## config.mk

```make
export PLATFORM = sky130hd
export DESIGN_NAME = pingpong_frame_scheduler
export DESIGN_NICKNAME = d
export VERILOG_FILES = /design/src/rtl/pingpong_frame_scheduler_pkg.sv /design/src/rtl/pingpong_frame_scheduler_phase_watchdog.sv /design/src/rtl/pingpong_frame_scheduler.sv
export SDC_FILE = /design/constraint.sdc
export NUM_CORES = 1
export LEC_CHECK = 0
export CELL_PAD_IN_SITES_DETAIL_PLACEMENT = 1
export CELL_PAD_IN_SITES_GLOBAL_PLACEMENT = 1
export CORE_MARGIN = 2
export CORE_UTILIZATION = 25
export CTS_CLUSTER_SIZE = 24
export DETAILED_ROUTE_END_ITERATION = 6
export GPL_TIMING_DRIVEN = 1
export PLACE_DENSITY = 0.54
export SYNTH_ARGS = -nofsm -noshare
export SYNTH_HDL_FRONTEND = slang
export SYNTH_SLANG_ARGS = --single-unit
```

## constraint.sdc

```tcl
create_clock -name clk -period 6.18 [get_ports clk]
set_input_delay 0.927 -clock clk [delete_from_list [all_inputs] [get_ports clk]]
set_output_delay 0.927 -clock clk [all_outputs]
set_load 0.02 [all_outputs]
```

## src/rtl/pingpong_frame_scheduler_pkg.sv

```systemverilog
`default_nettype none
// ============================================================================
// Module   : pingpong_frame_scheduler_pkg
// Purpose  : Shared state encoding and bank-index constants for the
//            ping-pong frame scheduler.
// Revision : 1.0 - initial release
// ============================================================================
package pingpong_frame_scheduler_pkg;

  typedef enum logic [2:0] {
    S_IDLE    = 3'd0,
    S_FILL    = 3'd1,
    S_SWAP    = 3'd2,
    S_OVERLAP = 3'd3,
    S_DRAIN   = 3'd4,
    S_ERROR   = 3'd5
  } state_e;

  localparam logic BANK0 = 1'b0;
  localparam logic BANK1 = 1'b1;

endpackage
`default_nettype wire

```

## src/rtl/pingpong_frame_scheduler_phase_watchdog.sv

```systemverilog
`default_nettype none
// ============================================================================
// Module   : pingpong_frame_scheduler_phase_watchdog
// Purpose  : Per-phase cycle counter; flags when a phase has lasted
//            TIMEOUT_CYCLES cycles.
// Revision : 1.0 - initial release
// ============================================================================
module pingpong_frame_scheduler_phase_watchdog #(
  parameter int TIMEOUT_CYCLES = 4000000,
  parameter int TMR_W          = 23
) (
  input  logic clk,
  input  logic rst_n,
  input  logic clear,
  input  logic enable,
  output logic expired
);

  localparam logic [TMR_W-1:0] LIMIT = TMR_W'(TIMEOUT_CYCLES - 1);

  logic [TMR_W-1:0] count_q;
  logic [TMR_W-1:0] count_d;

  // Clear has priority so the count restarts on every phase entry.
  always_comb begin
    count_d = count_q;
    if (clear) begin
      count_d = '0;
    end else if (enable) begin
      count_d = count_q + TMR_W'(1);
    end
  end

  // Counter register.
  always_ff @(posedge clk or negedge rst_n) begin
    if (!rst_n) begin
      count_q <= '0;
    end else begin
      count_q <= count_d;
    end
  end

  assign expired = (count_q == LIMIT);

endmodule
`default_nettype wire

```

## src/rtl/pingpong_frame_scheduler.sv

```systemverilog
`default_nettype none
// ============================================================================
// Module   : pingpong_frame_scheduler
// Purpose  : Sequences a double-buffered camera/processing pipeline: hands
//            out stage enables and bank selects, swaps banks when both stages
//            finish, counts frames, watches each phase for a stall and
//            supports a graceful stop/drain.
// Revision : 1.0 - initial release
// ============================================================================
module pingpong_frame_scheduler
  import pingpong_frame_scheduler_pkg::*;
#(
  parameter int TIMEOUT_CYCLES = 4000000,
  parameter int TMR_W          = 23,
  parameter int FCNT_W         = 16
) (
  input  logic              clk,
  input  logic              rst_n,
  input  logic              start,
  input  logic              stop,
  input  logic              clear_err,
  input  logic              cam_done,
  input  logic              proc_done,
  output logic              cam_enable,
  output logic              proc_enable,
  output logic              wr_bank,
  output logic              rd_bank,
  output logic              busy,
  output logic              timeout_err,
  output logic [FCNT_W-1:0] frame_count,
  output logic              frame_out
);

  state_e             state_q,        state_d;
  logic               wr_bank_q,      wr_bank_d;
  logic               cam_en_q,       cam_en_d;
  logic               proc_en_q,      proc_en_d;
  logic               cam_seen_q,     cam_seen_d;
  logic               proc_seen_q,    proc_seen_d;
  logic               stop_pending_q, stop_pending_d;
  logic               busy_q,         busy_d;
  logic               timeout_err_q,  timeout_err_d;
  logic               frame_out_q,    frame_out_d;
  logic [FCNT_W-1:0]  frame_count_q,  frame_count_d;

  logic w_cam_acc;
  logic w_proc_acc;
  logic w_wd_clear;
  logic w_wd_enable;
  logic w_wd_expired;

  // A done pulse only counts while its stage is actually enabled.
  assign w_cam_acc  = cam_done  & cam_en_q;
  assign w_proc_acc = proc_done & proc_en_q;

  // Restart the watchdog on every state change; run it only in waiting phases.
  assign w_wd_clear  = (state_d != state_q);
  assign w_wd_enable = (state_q == S_FILL) || (state_q == S_OVERLAP) ||
                       (state_q == S_DRAIN);

  pingpong_frame_scheduler_phase_watchdog #(
    .TIMEOUT_CYCLES (TIMEOUT_CYCLES),
    .TMR_W          (TMR_W)
  ) u_watchdog (
    .clk     (clk),
    .rst_n   (rst_n),
    .clear   (w_wd_clear),
    .enable  (w_wd_enable),
    .expired (w_wd_expired)
  );

  // Next-state, enables, bank/frame bookkeeping; phase completion beats timeout.
  always_comb begin
    state_d        = state_q;
    wr_bank_d      = wr_bank_q;
    cam_en_d       = cam_en_q;
    proc_en_d      = proc_en_q;
    cam_seen_d     = cam_seen_q;
    proc_seen_d    = proc_seen_q;
    stop_pending_d = stop_pending_q;
    frame_count_d  = frame_count_q;
    frame_out_d    = w_proc_acc && ((state_q == S_OVERLAP) || (state_q == S_DRAIN));

    case (state_q)
      S_IDLE: begin
        if (start) begin
          state_d        = S_FILL;
          wr_bank_d      = BANK0;
          cam_en_d       = 1'b1;
          proc_en_d      = 1'b0;
          stop_pending_d = stop;
        end
      end

      S_FILL: begin
        if (stop) stop_pending_d = 1'b1;
        if (w_cam_acc) begin
          state_d       = S_SWAP;
          cam_en_d      = 1'b0;
          proc_en_d     = 1'b0;
          wr_bank_d     = (wr_bank_q == BANK0) ? BANK1 : BANK0;
          frame_count_d = frame_count_q + FCNT_W'(1);
          cam_seen_d    = 1'b0;
          proc_seen_d   = 1'b0;
        end else if (w_wd_expired) begin
          state_d   = S_ERROR;
          cam_en_d  = 1'b0;
          proc_en_d = 1'b0;
        end
      end

      S_SWAP: begin
        if (stop_pending_q || stop) begin
          state_d        = S_DRAIN;
          stop_pending_d = 1'b1;
          cam_en_d       = 1'b0;
          proc_en_d      = 1'b1;
        end else begin
          state_d   = S_OVERLAP;
          cam_en_d  = 1'b1;
          proc_en_d = 1'b1;
        end
      end

      S_OVERLAP: begin
        if (stop) stop_pending_d = 1'b1;
        if (w_cam_acc) begin
          cam_en_d   = 1'b0;
          cam_seen_d = 1'b1;
        end
        if (w_proc_acc) begin
          proc_en_d   = 1'b0;
          proc_seen_d = 1'b1;
        end
        if ((cam_seen_q || w_cam_acc) && (proc_seen_q || w_proc_acc)) begin
          state_d       = S_SWAP;
          cam_en_d      = 1'b0;
          proc_en_d     = 1'b0;
          wr_bank_d     = (wr_bank_q == BANK0) ? BANK1 : BANK0;
          frame_count_d = frame_count_q + FCNT_W'(1);
          cam_seen_d    = 1'b0;
          proc_seen_d   = 1'b0;
        end else if (w_wd_expired) begin
          state_d   = S_ERROR;
          cam_en_d  = 1'b0;
          proc_en_d = 1'b0;
        end
      end

      S_DRAIN: begin
        if (w_proc_acc) begin
          state_d        = S_IDLE;
          proc_en_d      = 1'b0;
          stop_pending_d = 1'b0;
        end else if (w_wd_expired) begin
          state_d   = S_ERROR;
          cam_en_d  = 1'b0;
          proc_en_d = 1'b0;
        end
      end

      S_ERROR: begin
        if (clear_err) begin
          state_d        = S_IDLE;
          wr_bank_d      = BANK0;
          cam_seen_d     = 1'b0;
          proc_seen_d    = 1'b0;
          stop_pending_d = 1'b0;
        end
      end

      default: begin
        state_d   = S_IDLE;
        cam_en_d  = 1'b0;
        proc_en_d = 1'b0;
      end
    endcase

    busy_d        = (state_d != S_IDLE) && (state_d != S_ERROR);
    timeout_err_d = (state_d == S_ERROR);
  end

  // State and output registers.
  always_ff @(posedge clk or negedge rst_n) begin
    if (!rst_n) begin
      state_q        <= S_IDLE;
      wr_bank_q      <= BANK0;
      cam_en_q       <= 1'b0;
      proc_en_q      <= 1'b0;
      cam_seen_q     <= 1'b0;
      proc_seen_q    <= 1'b0;
      stop_pending_q <= 1'b0;
      busy_q         <= 1'b0;
      timeout_err_q  <= 1'b0;
      frame_out_q    <= 1'b0;
      frame_count_q  <= '0;
    end else begin
      state_q        <= state_d;
      wr_bank_q      <= wr_bank_d;
      cam_en_q       <= cam_en_d;
      proc_en_q      <= proc_en_d;
      cam_seen_q     <= cam_seen_d;
      proc_seen_q    <= proc_seen_d;
      stop_pending_q <= stop_pending_d;
      busy_q         <= busy_d;
      timeout_err_q  <= timeout_err_d;
      frame_out_q    <= frame_out_d;
      frame_count_q  <= frame_count_d;
    end
  end

  assign cam_enable  = cam_en_q;
  assign proc_enable = proc_en_q;
  assign wr_bank     = wr_bank_q;
  assign rd_bank     = ~wr_bank_q;
  assign busy        = busy_q;
  assign timeout_err = timeout_err_q;
  assign frame_count = frame_count_q;
  assign frame_out   = frame_out_q;

endmodule
`default_nettype wire
```

==> summary.txt, run 1 <==
Synth
  • Seq/Total Area, Yosys: 0.459
  • Synth Area in Simple Gates: 0.253
  • Mapped Cells: 298
  • Post-synthesis xor/xnor area fraction: 0.113
  • Post-synth top flop: dfrtp_1
  • EDFF count, synth: 0
  • Mux cell area share after synthesis: 0.00764
  • Synth cell types: 55
  • Syn Area/Cell: 9.34 µm²
  • Yosys Warn Count: 0
  • Compound-gate portion of the synthesized area: 0.126
  • Synth async-reset ratio: 1.00
  • Post-synthesis register bit count: 51
  • Synth Area in Adders: 0.00899
  • Largest family of logic cells by synthesized area: simple AND/OR/NAND/NOR gates
  • Synth Cell Area: 0.00278 mm²
  • Post-synthesis net count: 307

Timing
  • Final hold viol count: 0
  • Fin crit period: 2890 ps
  • Crit share post-route: 0.467
  • RSZ-0062 raised after global routing: no
  • Final setup TNS: 0 ps
  • Setup ws final: 3290 ps
  • Fin. max-slew vios: 0
  • Max-slew headroom: 0.524
  • Worst Tran Pin Value: 713 ps
  • Clk_skew: 15.1 ps
  • FMAX: 346 MHz
  • # setup viols final: 0

GRT
  • Initial antenna violation count: 0
  • Vias in the first global route: 2237
  • Most used routing layer: met1
  • Global-route wire length before repair: 11700 µm
  • Largest net degree at the start of global routing: 52
  • M2 GR Usage: 0.185
  • Total Routing Usage GR: 0.126
  • Grt met1 use: 0.186
  • Grt ovf: 0
  • Met3 Resource Use GR: 0.0219

Power
  • Sw frac: 0.406
  • Clock Power Share: 0.216
  • LEAKAGE: 1.37 nW
  • Comb pwr share: 0.399
  • Reg power frac: 0.385
  • Overall power: 0.00118 W
  • Power Density: 355 mW/mm²
  • Max VDD drop: 199 µV
  • P_int: 0.000701 W
  • NetSw: 0.000478 W

Cells and area
  • Layout area overhead: 19.2%
  • Ant diodes: 0
  • Fraction of layout cells with a size suffix above 1: 0.0798
  • Layout Nets: 334
  • Most frequent cells in the layout: 51 x dfrtp_1, 41 x nor2_1, 30 x nand2_1
  • Fillers: 1279
  • Commonest non-fill, non-tap cell in the layout: dfrtp_1

Floorplanning
  • Die Span X: 110 µm
  • Core area: 0.0108 mm²
  • Initial Util: 0.257
  • Number of I/O pins: 30
  • DIE AREA: 0.0120 mm²
  • Die Y: 110 µm
  • Row cnt: 38

Clock tree
  • Clk_lat worst skew: 310 ps
  • Num CTS Buffers: 5
  • Post-cts resize count: 0
  • Root buf cell: clkbuf_8
  • Clock-pin slew on the worst setup and hold paths: 100 ps
  • Post-CTS setup buffers: 0
  • H-tree levels: 2
  • CTS tree: yes
  • CTS max path bufs: 2
  • # hold bufs at CTS: 0
  • CTS sink cnt: 51

Worst setup path
  • Crit end category: flip-flop
  • CP max stage cell: clkdlybuf4s50_1
  • Critical path required time: 6420 ps
  • WS Path Type: primary input to flip-flop
  • Worst-path fanout max: 7
  • Critical path cell sequence: clkdlybuf4s50_1 -> a22oi_1 -> a21oi_1 -> and2_1 -> nand4_1 -> nor3_1 -> xor2_1
  • CP startpoint kind: primary input
  • Data arrival time of the worst path: 3130 ps
  • CP max stage delay: 600 ps

Route
  • DRC Markers: 0
  • DR vias: 2228
  • Vias per inst: 4.78
  • Wire per inst: 14.6 µm
  • Final WL: 6800 µm
  • Initial DRC count: 79
  • Final ANT Viol Nets: 0
  • Pre-antenna DRT Iters: 4

Place
  • Post-place setup slack: 2940 ps
  • Port Buffers: 29
  • Hpwl dp: 4730 µm
  • RD Place Congestion: 0.740

Run
  • Max-Cap Viols: 0

Outcome
  • Outcome: finished clean

Min path
  • Tightest Hold Check Type: flip-flop to flip-flop
per-layer routing:
layer / share of wire / wire length (µm) / vias up
met5: 0 / 0 / -
met4: 0.014 / 97 / 0
met3: 0.031 / 211 / 6
met2: 0.44 / 3000 / 34
met1: 0.51 / 3490 / 1105
li1: - / - / 1083
area by class of cell:
| class | count | area, µm² | share of cell area |
|---|---|---|---|
| Clock buffer | 6 | 82.6 | 0.0249 |
| Clock inverter | 2 | 38.8 | 0.0117 |
| Inverter | 8 | 30.0 | 0.00905 |
| Multi-Input combinational cell | 228 | 1420 | 0.426 |
| Sequential cell | 51 | 1280 | 0.385 |
| Tap cell | 140 | 175 | 0.0528 |
| Timing Repair Buffer | 31 | 300 | 0.0905 |
metrics by stage:
stage,utilization,hold slack (ps),std cells,instance area (µm²)
global route,0.306,524,466,3320
detailed placement,0.295,466,458,3200
CTS,0.306,488,466,3320
finish,0.306,476,466,3320
global placement,0.295,464,458,3200
floorplan,-,463,298,2780
critical path, delay by kind of cell:
kind,cells,cell delay (ps)
simple gates,3,910
buf+inv,1,600
compound gates,2,530
xor+xnor,1,160
Yosys cell counts, drive strengths merged, types with 2 or more instances:
master,number,area share
nor2,51,0.078
a21oi,17,0.031
and4bb,2,0.0090
a211oi,2,0.0072
or3,2,0.0045
ha,2,0.0090
nand3,8,0.014
o31a,2,0.0063
xor2,15,0.047
o21ai,11,0.020
and3,7,0.016
nor4b,2,0.0085
clkbuf,4,0.0054
nand4,6,0.013
nand2b,5,0.011
and4,6,0.019
buf,7,0.017
inv,7,0.0094
o22ai,2,0.0045
nand2,30,0.040
nand4b,2,0.0063
a21o,2,0.0054
xnor2,21,0.066
o21bai,3,0.0081
nor3,4,0.0072
dfrtp,51,0.46
a22oi,2,0.0054
nor2b,2,0.0045
and2,3,0.0067
sequential cells by signal, indices dropped and copies added, names as in the netlist:
register and count:
u_watchdog.count_q 23, frame_count 16, state_q 3, busy 1
cam_enable 1, cam_seen_q 1, frame_out 1, proc_enable 1
proc_seen_q 1, stop_pending_q 1, timeout_err 1, wr_bank 1
cells by family after synthesis:
logic type,Yosys count
compound gates,53
fa+ha+maj,2
simple gates,135
xor+xnor,36
mux,2
flops,51
buf+inv,19
power by group through the flow:
stage	registers [W]	logic [W]	clock network (W)
6_report	0.000454	0.000470	0.000255
3_3_place_gp	0.000461	0.000479	0
2_1_floorplan	0.000461	0.000341	0
4_1_cts	0.000454	0.000479	0.000270
3_5_place_dp	0.000461	0.000477	0
5_1_grt	0.000466	0.000521	0.000287
final timing paths:
path | from | to | slack [ps] | cells after the start
max reg2reg | u_watchdog.count_q[12] | u_watchdog.count_q[14] | 3460 | 6
min in group asynchronous | rst_n | frame_count[3] | 730 | 2
min | frame_count[15] | frame_count[15] | 480 | 1
max in group asynchronous | rst_n | u_watchdog.count_q[20] | 5000 | 2
min reg2reg | frame_count[15] | frame_count[15] | 480 | 1
max | cam_done | frame_count[8] | 3290 | 7
Power figures use the tool's default switching activity.
==> run 2, diff against run 1 <==
==> constraint.sdc (replaced) <==
create_clock -name clk -period 2.7 [get_ports clk]
set_input_delay 0.405 -clock clk [delete_from_list [all_inputs] [get_ports clk]]
set_output_delay 0.405 -clock clk [all_outputs]
set_load 0.02 [all_outputs]
==> run 2 against run 1 <==
Effect of this change:
- clock-buffer cell count is the same
- final area grew 3.4%
- flip-flop and latch count is the same
- clock skew shrank 7.7 ps
- critical path depth is the same
- combinational power grew to 2.6 times the previous value
- utilization grew 1.1 points
- cell count grew 2.6%
- global-route usage grew 0.46 points
- register-to-register slack lost 3200 ps
- critical path type is now flip-flop to flip-flop
- largest cell class unchanged
==> summary.txt, run 2 (synthesis gave the netlist of run 1 again) <==
Outcome
  • Outcome: finished clean

Route
  • Pre-antenna DRT Iters: 4
  • Wire per inst: 14.7 µm
  • Vias per inst: 4.78
  • Final WL: 7040 µm
  • DR vias: 2286
  • Final ANT Viol Nets: 0
  • Initial DRC count: 85
  • DRC Markers: 0

Cells and area
  • Most frequent cells in the layout: 51 x dfrtp_1, 41 x nor2_1, 30 x nand2_1
  • Ant diodes: 0
  • Fin cells: 478
  • Final core occ: 0.317
  • Layout Nets: 346
  • Largest register FFs: 23
  • Post-route cell area: 0.00343 mm²
  • Biggest register: u_watchdog.count_q
  • Layout area overhead: 23.3%
  • Commonest non-fill, non-tap cell in the layout: dfrtp_1
  • Fraction of layout cells with a size suffix above 1: 0.109

Worst setup path
  • WS Path Type: flip-flop to flip-flop
  • Critical path required time: 2910 ps
  • CP startpoint kind: flip-flop
  • Worst-path fanout max: 23
  • Crit end category: flip-flop
  • Reg2reg setup slack: 280 ps
  • Data arrival time of the worst path: 2630 ps

Clock tree
  • CTS max path bufs: 2
  • # hold bufs at CTS: 0
  • Clk_lat worst skew: 320 ps
  • Num CTS Buffers: 5
  • H-tree levels: 2
  • Clock-pin slew on the worst setup and hold paths: 100 ps
  • Post-CTS setup buffers: 0
  • CTS sink cnt: 51
  • Post-cts resize count: 0
  • CTS tree: yes
  • Root buf cell: clkbuf_8

Timing
  • Fin. max-slew vios: 0
  • # setup viols final: 0
  • Final setup TNS: 0 ps
  • RSZ-0062 raised after global routing: no
  • Clk_skew: 7.41 ps
  • FMAX: 413 MHz
  • Worst Tran Pin Value: 535 ps
  • Max-slew headroom: 0.644
  • Crit share post-route: 0.897
  • Fin crit period: 2420 ps
  • Final hold viol count: 0

Floorplanning
  • Die Y: 110 µm
  • DIE AREA: 0.0120 mm²
  • Core area: 0.0108 mm²
  • Row cnt: 38
  • Initial Util: 0.257
  • Die Span X: 110 µm
  • Number of I/O pins: 30

Power
  • Max VDD drop: 455 µV
  • LEAKAGE: 1.44 nW
  • Power Density: 845 mW/mm²
  • Overall power: 0.00290 W

Min path
  • Tightest Hold Check Type: primary input to asynchronous set/reset pin

Place
  • Hpwl dp: 5120 µm
  • Port Buffers: 29
  • Placed Area: 0.00330 mm²
  • DP Cell Count: 470
  • RD Place Congestion: 0.809

GRT
  • Initial antenna violation count: 0
  • Largest net degree at the start of global routing: 24
  • Total Routing Usage GR: 0.130
  • Global-route wire length before repair: 12000 µm
  • Vias in the first global route: 2349
  • Grt ovf: 0

Run
  • Max-Cap Viols: 0
run 2: worst max-delay path: stages (launching register included):
cell      delay, ps
dfrtp_1         430
nor4b_2         310
nand3_1         140
or4_1           730
a211oi_2        290
a211o_2         160
buf_12          180
nor2_1           70
run 2: final timing paths:
path,cells past startpoint,endpoint,from
setup / recovery,7,u_watchdog.count_q[22],u_watchdog.count_q[12]
hold / removal,1,state_q[1],rst_n
setup reg to reg,7,u_watchdog.count_q[22],u_watchdog.count_q[12]
hold reg to reg,1,frame_count[15],frame_count[15]
max in group asynchronous,2,u_watchdog.count_q[9],rst_n
min in group clk,1,frame_count[15],frame_count[15]
run 2: cell type report:
type,count,area (µm²)
inverters,8,30.0
flip-flops and latches,51,1280
fillers,1274,7410
multi-input cells,228,1420
clock inverters,2,60.1
repair buffers,43,403
well taps,140,175
clock buffers,6,72.6
run 2: metal layers:
| layer | up-vias | routed length, µm | global-route usage |
|---|---|---|---|
| li1 | 1111 | - | - |
| met1 | 1134 | 3620 | 0.186 |
| met2 | 35 | 3090 | 0.194 |
| met3 | 6 | 244 | 0.0279 |
| met4 | 0 | 95 | 0.0443 |
| met5 | - | 0 | 0 |
run 2: where the power goes:
part           internal, W  switching [W]  total, W  leakage, nW
registers         0.000879       0.000171   0.00105        0.692
clock network     0.000371       0.000283  0.000654       0.0654
logic             0.000513       0.000685   0.00120        0.683
total              0.00176        0.00114   0.00290         1.44
run 2: through the flow:
step                setup WS (ps)  hold WS, ps
floorplan                     621          109
global placement              241          366
detailed placement            246          374
CTS                           268         12.2
global route                  150         15.3
finish                        279         7.31
